File: config.mk
export PLATFORM = sky130hd
export DESIGN_NAME = bit_sel_ctrl
export DESIGN_NICKNAME = d
export VERILOG_FILES = /design/src/rtl/bit_sel_ctrl.sv
export SDC_FILE = /design/constraint.sdc
export NUM_CORES = 1
export LEC_CHECK = 0
export BUFFER_PORTS_ARGS = -buffer_cell sky130_fd_sc_hd__buf_2
export CAP_MARGIN = 15
export CELL_PAD_IN_SITES_DETAIL_PLACEMENT = 0
export CELL_PAD_IN_SITES_GLOBAL_PLACEMENT = 1
export CORE_MARGIN = 2
export CORE_UTILIZATION = 40
export DETAILED_ROUTE_END_ITERATION = 10
export GPL_ROUTABILITY_DRIVEN = 0
export GPL_TIMING_DRIVEN = 0
export PLACE_DENSITY_LB_ADDON = 0.1
export SKIP_CTS_REPAIR_TIMING = 1
export SYNTH_ARGS = -nofsm -noshare
export SYNTH_HDL_FRONTEND = slang
export SYNTH_SLANG_ARGS = --single-unit
File: constraint.sdc
create_clock -name clk -period 3.8 [get_ports clk]
set_clock_uncertainty 0.15 [all_clocks]
set_input_delay 0.76 -clock clk [delete_from_list [all_inputs] [get_ports clk]]
set_output_delay 0.76 -clock clk [all_outputs]
set_load 0.02 [all_outputs]
File: src/rtl/bit_sel_ctrl.sv
// Sequencer for the 450-to-128 reliable-bit selector: loads index/b, scans until the
// selector reports done, then hands the selected vector downstream via valid/ready.
module bit_sel_ctrl #(
    parameter int N_BITS = 450,
    parameter int N_SEL  = 128,
    parameter int CNT_W  = 9
) (
    input  logic             clk,
    input  logic             resetn,
    input  logic             start,
    input  logic             abort,
    input  logic             err_clr,
    output logic             sel_load_idx,
    output logic             sel_load_b,
    output logic             sel_en,
    input  logic             sel_done,
    output logic             out_valid,
    input  logic             out_ready,
    output logic             busy,
    output logic             error,
    output logic [CNT_W-1:0] scan_cnt
);

    generate
        if (N_SEL > N_BITS || (1 << CNT_W) <= N_BITS) begin : g_bad_cfg
            $error("bit_sel_ctrl: N_SEL must not exceed N_BITS and 2**CNT_W must exceed N_BITS");
        end
    endgenerate

    localparam logic [CNT_W-1:0] MAX_CNT = CNT_W'(N_BITS);

    typedef enum logic [2:0] {
        IDLE,
        LOAD,
        SCAN,
        HOLD,
        ERR
    } state_t;

    state_t           state, state_nxt;
    logic [CNT_W-1:0] cnt_nxt;

    // NOTE: state registers use non-blocking assignments so every flop samples pre-edge values.
    always_ff @(posedge clk or negedge resetn) begin
        if (!resetn) begin
            state    <= IDLE;
            scan_cnt <= '0;
        end else begin
            state    <= state_nxt;
            scan_cnt <= cnt_nxt;
        end
    end

    // The selector's done flag stops shifting in the same cycle it is seen.
    assign sel_en = (state == SCAN) && !sel_done && (scan_cnt < MAX_CNT);

    // NOTE: defaults first so no path through the case leaves a signal unassigned (no latches).
    always_comb begin
        state_nxt = state;
        cnt_nxt   = scan_cnt;

        case (state)
            IDLE: if (start && !abort) state_nxt = LOAD;
            LOAD: state_nxt = SCAN;
            SCAN: begin
                if (sel_done)                 state_nxt = HOLD;
                else if (scan_cnt == MAX_CNT) state_nxt = ERR;
            end
            HOLD: if (out_ready) state_nxt = IDLE;
            ERR:  if (err_clr)   state_nxt = IDLE;
            default: state_nxt = IDLE;
        endcase

        if (abort && state != IDLE) state_nxt = IDLE;

        // Count is zero whenever a run is not in progress, and freezes in HOLD/ERR.
        if (state_nxt == IDLE || state_nxt == LOAD) cnt_nxt = '0;
        else if (sel_en)                            cnt_nxt = scan_cnt + CNT_W'(1);
    end

    assign sel_load_idx = (state == LOAD);
    assign sel_load_b   = (state == LOAD);
    assign out_valid    = (state == HOLD);
    assign busy         = (state != IDLE);
    assign error        = (state == ERR);

endmodule

==> key figures <==
GRT
  • Vias in the first global route: 656
  • Initial antenna violation count: 0
  • Largest net degree at the start of global routing: 13
  • First-pass GRT wire length: 3.20 mm
  • GRT Total Usage: 0.175
  • GRT overflow: 0

Clock tree
  • H-tree depth: 1
  • Worst-path clk slew: 0.08 ns
  • Clock Latency Late Sink: 0.27 ns
  • CTS buffer count: 3
  • CTS tree: built
  • CTS Buffer Depth: 2
  • Clock Tree Root: clkbuf_4
  • Clk sinks: 12

Timing
  • Slew Viols, Final: 0
  • Worst Tran Pin Value: 0.947 ns
  • Final min period: 2.77 ns
  • Final worst slack: 1.03 ns
  • Final TNS setup: 0 ns
  • Final Hold Fails: 0
  • Final setup viols: 0
  • FMAX: 360 MHz
  • Max transition margin: 0.360
  • RSZ-0062 raised after global routing: no
  • Final period util: 0.730

Die
  • DIE AREA: 2380 sq um
  • Core footprint: 1920 sq um
  • Io pins: 22
  • Die extent in y: 48.7 microns
  • DIE WIDTH: 48.7 microns
  • Placement Rows: 16
  • Initial Util: 0.417

Power and ir drop
  • Sw frac: 0.442
  • P_leak: 0.000448 uW
  • Combinational Power Share: 0.548
  • Sequential share of power: 0.310
  • Int Power: 305 uW
  • P_sw: 242 uW
  • VDD IR-drop max: 306 uV
  • PwrDens: 569 nW/um^2
  • Clk pwr share: 0.143

Finish
  • Most frequent cells in the layout: 22 x buf_2, 12 x dfrtp_1, 9 x nor2_1
  • ANT cells: 0
  • Commonest non-fill, non-tap cell in the layout: buf_2
  • Fillcell total: 207
  • Multi-input logic area: 435 sq um
  • Layout cells sized above 1: 0.324
  • Nets@finish: 119
  • Area delta synth->final: 20.2%
  • Register area: 300 sq um

Setup path
  • Reg2Reg Depth: 4
  • Kind of critical path: primary input to primary output
  • Worst EP arrival: 1.86 ns
  • Critical R2R Capture: scan_cnt[7]$_DFFE_PN0P_
  • Required time worst endpoint: 2.89 ns
  • Worst-path fanout max: 7
  • R2R Setup Slk: 1.50 ns
  • CP Launch Type: primary input
  • Worst setup path end: sel_en
  • CP Launch Point: sel_done
  • Reg2reg start: state[0]$_DFF_PN0_
  • Crit end category: primary output

Synth
  • Synth area leader: dfrtp_1
  • Syn nets: 93
  • Seq/Total Area, Yosys: 0.375
  • Cells after Synth: 84
  • Post-Syn Area: 801 sq um
  • Yosys reg bits: 12
  • YS warnings: 0
  • Post-synthesis average cell area: 9.53 sq um
  • Leading post-synthesis cells by cell area: dfrtp_1 38%, nor2_1 4.2%, inv_1 3.3%, o311ai_4 3.3%, a21oi_1 3.1%
  • Synth top area share: 0.375
  • Netlist cell types: 40

Flow run
  • Max cap viols: 0

Place
  • # port buffers: 21
  • Hpwl dp: 1.37 mm
  • Post-place setup slack: 1.03 ns

Route
  • ANT nets after route: 0
  • DR iter-0 viols: 23
  • Pre-antenna DRT Iters: 4
  • Via Count: 717
  • DR WL/cell: 13.2 microns
  • Detailed Route WL: 1.78 mm
  • Via/cell ratio: 5.31
  • DRC: 0

Worst hold path
  • HP Class: primary input to async pin

Status
  • Outcome: finished clean
-- registers in the layout, indices dropped and copies added (netlist names) --
signal and flops:
scan_cnt 9, state 3
-- area by class of cell --
cell class | instances | share of cell area
repair buffers | 21 | 0.109
plain buffers | 5 | 0.0403
clock buffers | 3 | 0.0234
well taps | 27 | 0.0351
flip-flops and latches | 12 | 0.312
multi-input cells | 60 | 0.453
inverters | 7 | 0.0273
-- metal layers --
layer | track usage | wire, microns
met5 | 0 | 0
met2 | 0.256 | 826
met1 | 0.262 | 894
met4 | 0.0571 | 7
met3 | 0.0278 | 48
-- kinds of logic (layout without fill, tap and decap cells) --
kind of cell | count (synthesis) | in the layout | share of synthesized area
XOR/XNOR | 4 | 4 | 0.0438
AO/OA/AOI/OAI | 18 | 18 | 0.177
adder cells (fa/ha/maj) | 2 | 2 | 0.0312
AND/OR/NAND/NOR | 36 | 36 | 0.292
buffers and inverters | 12 | 36 | 0.0812
flip-flops | 12 | 12 | 0.375
-- worst max-delay path: stages --
cell and delay [ns]:
buf_2 0.12, or4b_4 0.51, buf_6 0.15, nor2_1 0.13, buf_2 0.18
-- power by group through the flow --
stage	logic, uW	clock network (uW)	registers (uW)
after detailed placement	305	0	172
final	300	78.1	169
after global routing	333	88.2	172
after floorplan	219	0	178
after global placement	299	0	170
after CTS	304	79.2	170
-- synthesized netlist by cell type (all sizes together) --
master	count
nor2b	1
o22ai	1
and3b	1
nor3b	2
nand2	3
inv	7
dfrtp	12
nand4	3
xor2	2
nor2	9
o31ai	1
o32ai	1
and4	1
or3b	1
or3	2
or4	1
and2	1
xnor2	2
nor4b	3
a311oi	1
nand3	3
buf	4
a41o	1
a21oi	6
clkbuf	1
a2bb2oi	1
o311ai	1
and3	1
o21ai	2
a211oi	1
a31oi	1
nor4	3
ha	2
or4b	1
a21o	1
-- stage by stage --
step | instance area, sq um | power, uW | utilization | hold slack (ns) | std cells
after floorplan | 801 | 397 | - | 0.314 | 84
after global placement | 940 | 469 | 0.489 | 0.385 | 132
after detailed placement | 940 | 477 | 0.489 | 0.402 | 132
after CTS | 962 | 553 | 0.501 | 0.218 | 135
after global routing | 962 | 593 | 0.501 | 0.213 | 135
final | 962 | 548 | 0.501 | 0.205 | 135
-- how the worst min path moves through the flow --
| stage | endpoint | slack, ns | from |
|---|---|---|---|
| floorplan | scan_cnt[0]$_DFFE_PN0P_ | 0.31 | resetn |
| global placement | scan_cnt[8]$_DFFE_PN0P_ | 0.38 | scan_cnt[8]$_DFFE_PN0P_ |
| detailed placement | scan_cnt[8]$_DFFE_PN0P_ | 0.40 | scan_cnt[8]$_DFFE_PN0P_ |
| CTS | state[0]$_DFF_PN0_ | 0.22 | resetn |
| global route | state[0]$_DFF_PN0_ | 0.21 | resetn |
| finish | state[0]$_DFF_PN0_ | 0.20 | resetn |
Note: power is estimated with default switching activity, not from simulation.
